### config.mk
export PLATFORM = sky130hd
export DESIGN_NAME = arbitro_contador_n_flat
export DESIGN_NICKNAME = d
export VERILOG_FILES = /design/src/rtl/arbitro_contador_n_if.sv /design/src/rtl/arbitro_contador_n.sv /design/src/flat_wrapper.sv
export SDC_FILE = /design/constraint.sdc
export NUM_CORES = 1
export LEC_CHECK = 0
export BUFFER_PORTS_ARGS = -buffer_cell sky130_fd_sc_hd__buf_2
export CAP_MARGIN = 15
export CORE_AREA = 4 4 61 63
export DETAILED_ROUTE_END_ITERATION = 8
export DIE_AREA = 0 0 65 67
export PLACE_DENSITY_LB_ADDON = 0.08
export SETUP_SLACK_MARGIN = 0.05
export SLEW_MARGIN = 20
export SYNTH_ARGS = -nofsm -noshare
export SYNTH_HDL_FRONTEND = slang
export SYNTH_SLANG_ARGS = --single-unit
### constraint.sdc
create_clock -name clk -period 2.1 [get_ports clk]
set_input_delay 0.21 -clock clk [delete_from_list [all_inputs] [get_ports clk]]
set_output_delay 0.21 -clock clk [all_outputs]
set_load 0.05 [all_outputs]
### src/rtl/arbitro_contador_n_if.sv
// Request/grant bundle between the timing clients and the shared modulo-N counter.
// The master side belongs to the requesters; the slave side belongs to the arbiter/counter.
interface arbitro_contador_n_if #(
  parameter int NREQ = 4,
  parameter int W    = 8
);
  logic [NREQ-1:0]   req;
  logic [NREQ*W-1:0] n_in;
  logic [NREQ-1:0]   gnt;
  logic [NREQ-1:0]   done;
  logic [W-1:0]      q;
  logic              busy;

  modport master (output req, output n_in, input gnt, input done, input q, input busy);
  modport slave  (input req, input n_in, output gnt, output done, output q, output busy);
endinterface

### src/rtl/arbitro_contador_n.sv
// Shared 0..N counter granted to one requester at a time, with a one-cycle done pulse per job.
// Define ARB_ROUND_ROBIN_EN for round-robin arbitration; otherwise the lowest index wins.
module arbitro_contador_n #(
  parameter int NREQ = 4,
  parameter int W    = 8
) (
  input  logic                 clk,
  input  logic                 rst,
  arbitro_contador_n_if.slave  bus
);

  localparam int IW = $clog2(NREQ);

  typedef enum logic [1:0] {
    ST_IDLE  = 2'd0,
    ST_COUNT = 2'd1,
    ST_DONE  = 2'd2
  } state_t;

  state_t          r_state;
  logic [NREQ-1:0] r_gnt;
  logic [NREQ-1:0] r_done;
  logic [W-1:0]    r_q;
  logic [W-1:0]    r_nlat;
  logic [IW-1:0]   r_owner;
  logic            r_busy;

  state_t          w_state_nxt;
  logic [NREQ-1:0] w_gnt_nxt;
  logic [NREQ-1:0] w_done_nxt;
  logic [W-1:0]    w_q_nxt;
  logic [W-1:0]    w_nlat_nxt;
  logic [IW-1:0]   w_owner_nxt;
  logic [IW-1:0]   w_start;
  logic [IW-1:0]   w_win;
  logic            w_any;

  // First requesting index found when scanning upward from start, wrapping at NREQ.
  function automatic logic [IW-1:0] f_pick(input logic [NREQ-1:0] req_v, input logic [IW-1:0] start);
    logic [IW-1:0] win;
    logic [IW-1:0] idx_w;
    logic          found;
    int            idx;
    win   = '0;
    found = 1'b0;
    for (int k = 0; k < NREQ; k++) begin
      idx   = int'(start) + k;
      idx   = (idx >= NREQ) ? (idx - NREQ) : idx;
      idx_w = IW'(idx);
      if (!found && req_v[idx_w]) begin
        win   = idx_w;
        found = 1'b1;
      end else begin
        found = found;
      end
    end
    return win;
  endfunction

  function automatic logic [W-1:0] f_slice(input logic [NREQ*W-1:0] n_v, input logic [IW-1:0] sel);
    logic [W-1:0] r;
    r = '0;
    for (int i = 0; i < NREQ; i++) begin
      if (IW'(i) == sel) begin
        r = n_v[i*W +: W];
      end else begin
        r = r;
      end
    end
    return r;
  endfunction

`ifdef ARB_ROUND_ROBIN_EN
  logic [IW-1:0] r_ptr;
  logic [IW-1:0] w_ptr_nxt;

  assign w_start   = r_ptr;
  assign w_ptr_nxt = (w_any && (r_state == ST_IDLE))
                     ? ((w_win == IW'(NREQ - 1)) ? '0 : (w_win + IW'(1)))
                     : r_ptr;

  // Round-robin pointer: advances past every granted index, aborted jobs included.
  always_ff @(posedge clk) begin
    if (rst) begin
      r_ptr <= '0;
    end else begin
      r_ptr <= w_ptr_nxt;
    end
  end
`else
  assign w_start = '0;
`endif

  assign w_any = |bus.req;
  assign w_win = f_pick(bus.req, w_start);

  // Next-state and next-output decode for the IDLE/COUNT/DONE job sequence.
  always_comb begin
    w_state_nxt = r_state;
    w_gnt_nxt   = r_gnt;
    w_done_nxt  = '0;
    w_q_nxt     = r_q;
    w_nlat_nxt  = r_nlat;
    w_owner_nxt = r_owner;
    case (r_state)
      ST_IDLE: begin
        w_gnt_nxt = '0;
        w_q_nxt   = '0;
        if (w_any) begin
          w_state_nxt = ST_COUNT;
          w_gnt_nxt   = NREQ'(1) << w_win;
          w_nlat_nxt  = f_slice(bus.n_in, w_win);
          w_owner_nxt = w_win;
        end else begin
          w_state_nxt = ST_IDLE;
        end
      end
      ST_COUNT: begin
        if (!bus.req[r_owner]) begin
          w_state_nxt = ST_IDLE;
          w_gnt_nxt   = '0;
          w_q_nxt     = '0;
        end else if (r_q == r_nlat) begin
          w_state_nxt = ST_DONE;
          w_gnt_nxt   = '0;
          w_q_nxt     = '0;
          w_done_nxt  = NREQ'(1) << r_owner;
        end else begin
          w_q_nxt = r_q + W'(1);
        end
      end
      ST_DONE: begin
        w_state_nxt = ST_IDLE;
        w_gnt_nxt   = '0;
        w_q_nxt     = '0;
      end
      default: begin
        w_state_nxt = ST_IDLE;
        w_gnt_nxt   = '0;
        w_q_nxt     = '0;
      end
    endcase
  end

  // State and output registers; busy is registered from the next state.
  always_ff @(posedge clk) begin
    if (rst) begin
      r_state <= ST_IDLE;
      r_gnt   <= '0;
      r_done  <= '0;
      r_q     <= '0;
      r_nlat  <= '0;
      r_owner <= '0;
      r_busy  <= 1'b0;
    end else begin
      r_state <= w_state_nxt;
      r_gnt   <= w_gnt_nxt;
      r_done  <= w_done_nxt;
      r_q     <= w_q_nxt;
      r_nlat  <= w_nlat_nxt;
      r_owner <= w_owner_nxt;
      r_busy  <= (w_state_nxt != ST_IDLE);
    end
  end

  assign bus.gnt  = r_gnt;
  assign bus.done = r_done;
  assign bus.q    = r_q;
  assign bus.busy = r_busy;

endmodule
### src/flat_wrapper.sv
// flat-port wrapper written by rule: the top's interface ports become plain ports
module arbitro_contador_n_flat 
#(
  parameter int NREQ = 4,
  parameter int W    = 8
)
  (clk, rst, bus_req, bus_n_in, bus_gnt, bus_done, bus_q, bus_busy);
  arbitro_contador_n_if #(.NREQ(NREQ), .W(W)) bus_i ();
  input  logic clk;
  input  logic rst;
  input wire logic [$bits(bus_i.req)-1:0] bus_req;
  input wire logic [$bits(bus_i.n_in)-1:0] bus_n_in;
  output wire logic [$bits(bus_i.gnt)-1:0] bus_gnt;
  output wire logic [$bits(bus_i.done)-1:0] bus_done;
  output wire logic [$bits(bus_i.q)-1:0] bus_q;
  output wire logic [$bits(bus_i.busy)-1:0] bus_busy;
  assign bus_i.req = bus_req;
  assign bus_i.n_in = bus_n_in;
  assign bus_gnt = bus_i.gnt;
  assign bus_done = bus_i.done;
  assign bus_q = bus_i.q;
  assign bus_busy = bus_i.busy;
  arbitro_contador_n #(.NREQ(NREQ), .W(W)) u_core (.clk(clk), .rst(rst), .bus(bus_i));
endmodule
### Yosys cells after proc, flatten, opt, wreduce, memory -nomap -nowiden

Index checks and enable logic that the tools add are counted.

| word-level totals | value |
|---|---|
| ROM bits | 0 |
| register bits | 29 |
| word-level logic and storage cells | 53 |
| memories kept | 0 |
| output and inout port bits | 17 |
| bits in writable memories | 0 |
| latch bits | 0 |
| bits of input ports | 38 |

| cells by class | value |
|---|---|
| mux-type cells | 20 |
| multipliers | 0 |
| bitwise operators | 3 |
| magnitude comparators | 1 |
| div/mod/pow operators | 0 |
| reduce and logical (&&, ||, !) cells | 13 |
| eq/ne operators | 6 |
| shifts and indexed selects | 2 |
| $add $sub $neg | 1 |

Operator list:

| operator | count |
|---|---|
| $mux W8 | 4 |
| $mux W4 | 3 |
| $reduce_or A4 Y1 | 3 |
| $add A8 B1 Y8 const B | 1 |
| $eq A8 B8 Y1 | 1 |
| $mux W2 | 4 |
| $pmux W4 S2 | 1 |
| $shl A1 B2 Y4 const A | 2 |
| $mux W1 | 6 |
| $eq A2 B2 Y1 const A | 2 |
| $logic_not A2 Y1 | 2 |
| $pmux W2 S2 | 1 |
| $logic_and A1 B1 Y1 | 3 |
| $logic_not A1 Y1 | 3 |
| $lt A2 B3 Y1 const B | 1 |
| $ne A3 B3 Y1 const B | 1 |
| $not A1 Y1 | 3 |
| $bmux W1 S2 | 1 |
| $eq A1 B2 Y1 const A | 1 |
| $eq A2 B1 Y1 const B | 1 |
| $reduce_and A2 Y1 | 1 |
| $reduce_bool A2 Y1 | 1 |

### Longest topological paths before layout

Gate-level depths: netlist of run 1.

| depth | value |
|---|---|
| word-level depth | 15 |
| mapped depth | 6 |
| depth with buffers taken out | 4 |

### Worst setup path after synthesis of run 1

Ideal clock, no wire load.

| timing | value |
|---|---|
| kind | register to register |
| start | register u_core.r_q[1], in the netlist u_core.bus.q[1] |
| end | register u_core.r_gnt[3], in the netlist u_core.bus.gnt[3] |
| slack | 0.296 ns |
| cell stages (with the launch flop) | 6 |
| setup time | 0.117 ns |
| arrival time | 1.687 ns |
| cells stage by stage | dfxtp_1 > xor2_1 > nor4_2 > a21oi_4 > buf_6 > a32o_1 |

| between the ends | value |
|---|---|
| longest elaborated chain between the ends | 2 |

Ends and longest elaborated chain:

| what | RTL line | RTL |
|---|---|---|
| start, declared | arbitro_contador_n.sv:23 | `logic [W-1:0] r_q;` |
| start signal, assigned | arbitro_contador_n.sv:159 | `r_q <= w_q_nxt;` |
| $eq A8 B8 Y1 | arbitro_contador_n.sv:123 | `end else if (r_q == r_nlat) begin` |
| $ne A3 B3 Y1 (no source line) | -- |  |
| end signal, assigned | arbitro_contador_n.sv:157 | `r_gnt <= w_gnt_nxt;` |
| end, declared | arbitro_contador_n.sv:21 | `logic [NREQ-1:0] r_gnt;` |

Every way passes these cells.
A chain may end at the register's enable or synchronous reset.

### Worst setup path after layout of run 1

| timing | value |
|---|---|
| start | register u_core.r_owner[1] |
| end | register u_core.r_gnt[1], in the netlist u_core.bus.gnt[1] |

| between the ends | value |
|---|---|
| longest elaborated chain between the ends | 4 |
| elaborated cells on any way between the ends | 5 |

Ends and longest elaborated chain:

| what | RTL line | RTL |
|---|---|---|
| start, declared | arbitro_contador_n.sv:25 | `logic [IW-1:0] r_owner;` |
| start signal, assigned | arbitro_contador_n.sv:161 | `r_owner <= w_owner_nxt;` |
| $bmux W1 S2 (*) | arbitro_contador_n.sv:119 | `if (!bus.req[r_owner]) begin` |
| $mux W1 (implied by the code) (*) | arbitro_contador_n.sv:119 |  |
| $mux W4 | arbitro_contador_n.sv:119 |  |
| $pmux W4 S2 | arbitro_contador_n.sv:105 | `case (r_state)` |

Every way passes the cells marked *; elsewhere a longest branch is shown, timed or not. The select of a mux whose other input is x is not followed.

==> results of run 1 <==
## worst paths after layout
| path | start | endpoint |
|---|---|---|
| worst max-delay path | u_core.r_owner[1] | u_core.bus.gnt[1] |
| worst max register to register | u_core.r_owner[1] | u_core.bus.gnt[1] |
| worst min-delay path | bus_n_in[30] | u_core.r_nlat[6] |
| worst min register to register | u_core.bus.gnt[3] | u_core.bus.gnt[3] |
## worst max-delay path: cells and delay by family, from the launching register on
family             cells  cell delay (ps)
AOI/OAI and AO/OA      2              340
and+or+nand+nor        1              140
DFF                    1              460
muxes                  1              580
## synth_stat cells, types with 2 or more instances
cell      number
and3_1         2
inv_1          4
nor2_1        11
nor4_1         4
and2_0         4
a211oi_1       2
a221oi_1       5
a21oi_1        8
nand2b_1      15
o21ai_0        2
dfxtp_1       29
o221ai_1       2
a22o_1         5
xnor2_1        5
xor2_1         9
o32ai_1        5
nand2_1        7
nor2b_1        2
and2_1         9
a311oi_1       2
buf_6          2
nand3_1        6
## metrics by stage
stage / util [%] / setup slack, ps
after global routing: 58.07 / 282.9
after detailed placement: 54.90 / 484.7
after floorplan: - / 295.9
after global placement: 54.90 / 522.7
final: 58.07 / 478.2
after CTS: 58.07 / 476.1
## state kept, by name (all words and copies together), names as in the netlist
name             cells
u_core.r_nlat        8
u_core.bus.done      4
u_core.bus.busy      1
u_core.bus.gnt       4
u_core.r_owner       2
u_core.r_state       2
u_core.bus.q         8
## cell type report
class	instances	area (um2)	area share [%]
clock buffers	5	37.54	2.000
clock inverters	3	65.06	3.467
flip-flops and latches	29	580.6	30.93
inverters	4	15.01	0.8000
repair buffers	54	270.3	14.40
well taps	46	57.56	3.067
multi-input cells	119	850.8	45.33
## logic make-up after synthesis
group,count (synthesis)
and+or+nand+nor,65
AOI/OAI and AO/OA,38
DFF,29
xor gates and xnor gates,14
buffers and inverters,10
muxes,1
adders and majority gates,1
## routing by layer
metal,GRT usage (%),wire [um],vias up
met4,10.82,81,0
li1,-,-,685
met2,26.44,1582,52
met1,20.74,1498,605
met3,3.879,254,7
met5,0,0,-
## power groups by stage
stage | Combinational [mW] | Sequential [mW] | Clock [mW]
CTS | 0.362 | 0.636 | 0.576
finish | 0.360 | 0.636 | 0.566
global route | 0.401 | 0.644 | 0.603
detailed placement | 0.361 | 0.649 | 0
global placement | 0.356 | 0.647 | 0
floorplan | 0.233 | 0.683 | 0
==> insert_results.sql, run 1 <==
INSERT INTO impl_metrics (metric_group, metric, value, unit) VALUES
('worst_setup_path', 'reg2reg_setup_slack', '480', 'ps'),
('yosys', 'synth-seq-cells', '29', ''),
('pwr', 'power_switching', '0.4574', 'mW'),
('place', 'dpl-instance-area', '1774', 'um2'),
('cells_and_area', 'commonest_non_fill_non_tap_cell_in_the_layout', 'buf_2', ''),
('yosys', 'synth.yosys.seq_area_share', '38.99', '%'),
('pwr', 'power.combinational.fraction', '23.1', '%'),
('global_routing', 'grt_pass1_wl', '5.623', 'mm'),
('floorplanning', 'die_span_in_y', '67', 'um'),
('place', 'hpwl', '2.720', 'mm'),
('cells_and_area', 'diodes_inserted', '0', ''),
('timing', 'fmax', '616.6', 'MHz'),
('worst_setup_path', 'worstSetupEndpointType', 'flip-flop', ''),
('cells_and_area', 'fillers', '293', ''),
('worst_setup_path', 'cp_slowest_stage_delay', '580', 'ps'),
('yosys', 'syn_area_per_cell', '9.424', 'um2'),
('timing', 'rsz0062_at_grt', 'false', ''),
('place', 'place.port_buffers', '54', ''),
('pwr', 'power_density', '832.2', 'nW/um2'),
('global_routing', 'via_count_of_the_first_global_routing_pass', '1311', ''),
('detailed_routing', 'wl_per_cell', '13.14', 'um'),
('pwr', 'total_power', '1.562', 'mW'),
('clocking', 'cts.repair_timing.setup_buffer_count', '0', ''),
('cells_and_area', 'layout_common_cells', 'buf_2, dfxtp_1, nand2b_1', ''),
('timing', 'timing_max_transition_violations_final', '0', ''),
('timing', 'final_period_util', '77.23', '%'),
('job', 'timing.max_cap.violations', '0', ''),
('hold_path', 'holdPathStages', '3', ''),
('floorplanning', 'initial_utilization', '46.07', '%'),
('timing', 'setup_violations', '0', ''),
('clocking', 'cts_tree', 'yes', ''),
('yosys', 'synthMuxAreaShare', '1.513', '%'),
('clocking', 'cts.root.buffer_cell', 'clkbuf_4', ''),
('clocking', 'number_of_resized_instances_in_the_post_cts_repair_step', '0', ''),
('timing', 'worst_max_slew_pin_slew', '565.5', 'ps'),
('worst_setup_path', 'critical_path_arrival', '1850', 'ps'),
('yosys', 'synth_xor_xnor_area_share', '8.235', '%'),
('yosys', 'synthesis.yosys.warnings', '0', ''),
('detailed_routing', 'route.detailed.vias_per_inst', '5.188', ''),
('timing', 'final.setup.tns', '0', 'ps'),
('cells_and_area', 'layout-area-overhead-vs-synth', '26.05', '%'),
('detailed_routing', 'number_of_vias_after_detailed_routing', '1349', ''),
('yosys', 'syn-instance-count', '158', ''),
('yosys', 'synth_fa_ha_area_share', '0.8403', '%'),
('global_routing', 'grt.total_usage', '16.89', '%'),
('worst_setup_path', 'required_time_of_the_critical_path', '2330', 'ps'),
('yosys', 'postSynthNetCount', '197', ''),
('pwr', 'power_switching_share', '29.29', '%'),
('yosys', 'synth_top_flop_cell', 'dfxtp_1', ''),
('run_status', 'run_status', 'completed', ''),
('detailed_routing', 'firstDrtPassIters', '4', ''),
('clocking', 'clock_sinks', '29', ''),
('clocking', 'cts.reportedPaths.clkPinSlew', '90', 'ps'),
('floorplanning', 'die_w', '65', 'um'),
('clocking', 'cts_max_level', '2', ''),
('clocking', 'cts_max_path_buffers', '2', ''),
('worst_setup_path', 'crit_fanout', '13', ''),
('hold_path', 'hold_path_class', 'in -> reg', ''),
('floorplanning', 'core_area', '3232', 'um2'),
('yosys', 'synth_enable_flop_cells', '0', ''),
('floorplanning', 'design.die.area', '4355', 'um2'),
('place', 'dp.cells', '252', ''),
('cells_and_area', 'drive_above_1_share', '33.18', '%'),
('floorplanning', 'ioPinCount', '55', ''),
('yosys', 'synth.lib_cells_used.distinct', '40', ''),
('yosys', 'yosys.area_share.simple', '26.22', '%'),
('pwr', 'clock_power_share', '36.2', '%'),
('detailed_routing', 'route.final.wire_length', '3.417', 'mm'),
('timing', 'timing.max_slew.rel_slack', '62.22', '%'),
('clocking', 'ctsHoldBuffers', '0', ''),
('worst_setup_path', 'slowest_cp_cell', 'mux4_2', '');
No activity file was read; power rests on OpenSTA's default activity.
==> run 2, diff against run 1 <==
- CORE_AREA: 4 4 61 63 -> 4 4 64 66
- DIE_AREA: 0 0 65 67 -> 0 0 68 70
- clock period: 2.1 -> 1.3 ns (I/O delays scaled with it)
==> run 2 against run 1 <==
The run now ends with negative setup slack left. Cell area rose by 22%. Largest power group unchanged. Combinational power is 150% higher. Final cell count up 15%. Sequential share of layout area fell by 4.2 points. Highest routed layer unchanged. Power grew 55%. Core utilization is 5.8 points higher. First-iteration DRC count decreased by 24%.
==> insert_results.sql, run 2 (same netlist as run 1, synthesis figures left out) <==
INSERT INTO impl_metrics (metric_group, metric, value, unit) VALUES
('floorplanning', 'core_area', '3578', 'um2'),
('worst_setup_path', 'crit_fanout', '7', ''),
('clocking', 'cts_made_buffers', '5', ''),
('worst_setup_path', 'worstSetupEndpointType', 'flip-flop', ''),
('pwr', 'power.static_leakage', '1.040', 'nW'),
('cells_and_area', 'layout.area.seq', '611.8', 'um2'),
('detailed_routing', 'detail_route.drc_violations', '0', ''),
('place', 'hpwl', '3.126', 'mm'),
('timing', 'skew', '12.10', 'ps'),
('worst_setup_path', 'reg2reg_from', 'u_core.r_owner[1]', ''),
('hold_path', 'timing.hold.worst.start', 'bus_req[0]', ''),
('floorplanning', 'fp-row-count', '22', ''),
('cells_and_area', 'layout_common_cells', 'buf_2, buf_4, dfxtp_1', ''),
('hold_path', 'holdPathStages', '2', ''),
('detailed_routing', 'first_iter_violations', '47', ''),
('global_routing', 'initial_antenna_violation_count', '0', ''),
('timing', 'final.setup.tns', '-340.8', 'ps'),
('pwr', 'total_power', '2.427', 'mW'),
('timing', 'report.final.hold_viol_count', '0', ''),
('timing', 'setup_slack', '-59.48', 'ps'),
('floorplanning', 'die_w', '68', 'um'),
('timing', 'setup_violations', '15', ''),
('cells_and_area', 'drive_above_1_share', '55.38', '%'),
('clocking', 'cts.reportedPaths.clkPinSlew', '90', 'ps'),
('detailed_routing', 'firstDrtPassIters', '4', ''),
('cells_and_area', 'fillers', '320', ''),
('cells_and_area', 'layout-area-overhead-vs-synth', '53.53', '%'),
('worst_setup_path', 'path_class', 'reg -> reg', ''),
('cells_and_area', 'finalNetCount', '289', ''),
('floorplanning', 'initial_utilization', '41.61', '%'),
('clocking', 'cts_tree', 'yes', ''),
('worst_setup_path', 'reg2reg_depth', '4', ''),
('run_status', 'run_status', 'finished with violations', ''),
('clocking', 'ctsHoldBuffers', '0', ''),
('hold_path', 'hold_path_class', 'in -> reg', ''),
('place', 'gp_routability_congestion', '0.8038', ''),
('timing', 'timing.max_slew.rel_slack', '70.98', '%'),
('global_routing', 'via_count_of_the_first_global_routing_pass', '1427', ''),
('floorplanning', 'design.die.area', '4760', 'um2'),
('floorplanning', 'die_span_in_y', '70', 'um'),
('timing', 'fmax', '735.6', 'MHz'),
('cells_and_area', 'diodes_inserted', '0', ''),
('clocking', 'cts.root.buffer_cell', 'clkbuf_4', ''),
('worst_setup_path', 'regToRegEndpoint', 'u_core.bus.gnt[1]', ''),
('clocking', 'insertion_delay', '320', 'ps'),
('global_routing', 'gr-total-overflow', '0', ''),
('global_routing', 'grt_start_max_net_pins', '17', ''),
('clocking', 'cts_max_level', '2', ''),
('pwr', 'power_density', '1062', 'nW/um2'),
('detailed_routing', 'number_of_vias_after_detailed_routing', '1498', ''),
('timing', 'worst_max_slew_pin_slew', '435.2', 'ps'),
('detailed_routing', 'route.detailed.vias_per_inst', '5.010', ''),
('clocking', 'clock_sinks', '29', ''),
('run_status', 'violated_checks', 'negative setup slack', ''),
('detailed_routing', 'route.final.wire_length', '3.938', 'mm'),
('cells_and_area', 'multi_input_comb_area', '979.7', 'um2'),
('timing', 'timing_max_transition_violations_final', '0', ''),
('timing', 'final_period_util', '104.6', '%'),
('worst_setup_path', 'reg2reg_setup_slack', '-60', 'ps'),
('floorplanning', 'ioPinCount', '55', ''),
('cells_and_area', 'utilization', '63.88', '%'),
('timing', 'post_layout_min_period', '1359', 'ps'),
('detailed_routing', 'ant_nets', '0', ''),
('global_routing', 'grt_pass1_wl', '6.596', 'mm'),
('worst_setup_path', 'required_time_of_the_critical_path', '1520', 'ps'),
('clocking', 'cts_max_path_buffers', '2', ''),
('timing', 'rsz0062_at_grt', 'true', ''),
('hold_path', 'hold_end', 'u_core.bus.gnt[0]', ''),
('worst_setup_path', 'crit_path_start_kind', 'flip-flop', ''),
('cells_and_area', 'commonest_non_fill_non_tap_cell_in_the_layout', 'buf_2', ''),
('place', 'place.port_buffers', '54', ''),
('worst_setup_path', 'critical_path_arrival', '1580', 'ps'),
('global_routing', 'grt.total_usage', '18.17', '%'),
('pwr', 'worst_ir_drop_vdd', '0.0004445', 'V'),
('detailed_routing', 'wl_per_cell', '13.17', 'um'),
('job', 'timing.max_cap.violations', '0', '');
[run 2: cell count changes in the layout (fill, tap and decap cells not counted), sizes merged]
cell      previous run  this run
a21oi               10        11
buf                 54        88
bufinv               2         0
clkbuf               5         7
clkinv               1         2
clkinvlp             0         1
[run 2: metal layers]
layer	track usage [%]	vias up	share of wire [%]
met2	27.84	58	46
met3	3.215	5	7.1
met1	24.73	677	45
met4	7.285	0	1.5
met5	0	-	0
li1	-	758	-
[run 2: area by class of cell]
cell class	instances	area share, %
tap	48	2.627
inverter	4	0.6568
clock inverter	3	0.7663
multi-input combinational	120	42.86
sequential	29	26.77
timing repair buffer	90	24.69
clock buffer	5	1.642
[run 2: worst max-delay path by stage]
stage,from,end,slack [ps],cells after the start
global placement,u_core.bus.q[7],u_core.bus.gnt[0],-80,4
global route,u_core.r_nlat[3],u_core.bus.done[2],-160,5
floorplan,u_core.bus.q[2],u_core.bus.gnt[3],-200,5
finish,u_core.r_owner[1],u_core.bus.gnt[1],-60,4
CTS,u_core.r_owner[1],u_core.bus.gnt[1],-60,4
detailed placement,u_core.r_nlat[7],u_core.bus.done[1],-120,4
[run 2: report_power, final]
group / switching [mW] / internal, mW
registers: 0.0550 / 0.960
logic: 0.482 / 0.414
clock network: 0.313 / 0.203
[run 2: per-stage QoR]
step                      setup WS (ps)  cells  area [um2]  hold slack (ps)
after floorplan                  -198.4    158        1523            314.7
after global placement           -80.70    285        2043            406.3
after detailed placement         -121.4    285        2043            418.3
after CTS                        -63.27    299        2235            58.60
after global routing             -160.4    299        2286            82.57
final                            -59.48    299        2286            82.27
[run 2: timing repair]
action,CTS,global route
gates cloned,1,0
endpoints found under the setup margin,25,29
pin swaps,14,4
gates resized for setup,18,15
buffers inserted,5,0
[run 2: worst max-delay path: stages (launching register included)]
cell and delay (ps):
dfxtp_2 350, mux4_2 530, nand3_4 110, a21oi_4 60, a22o_1 210
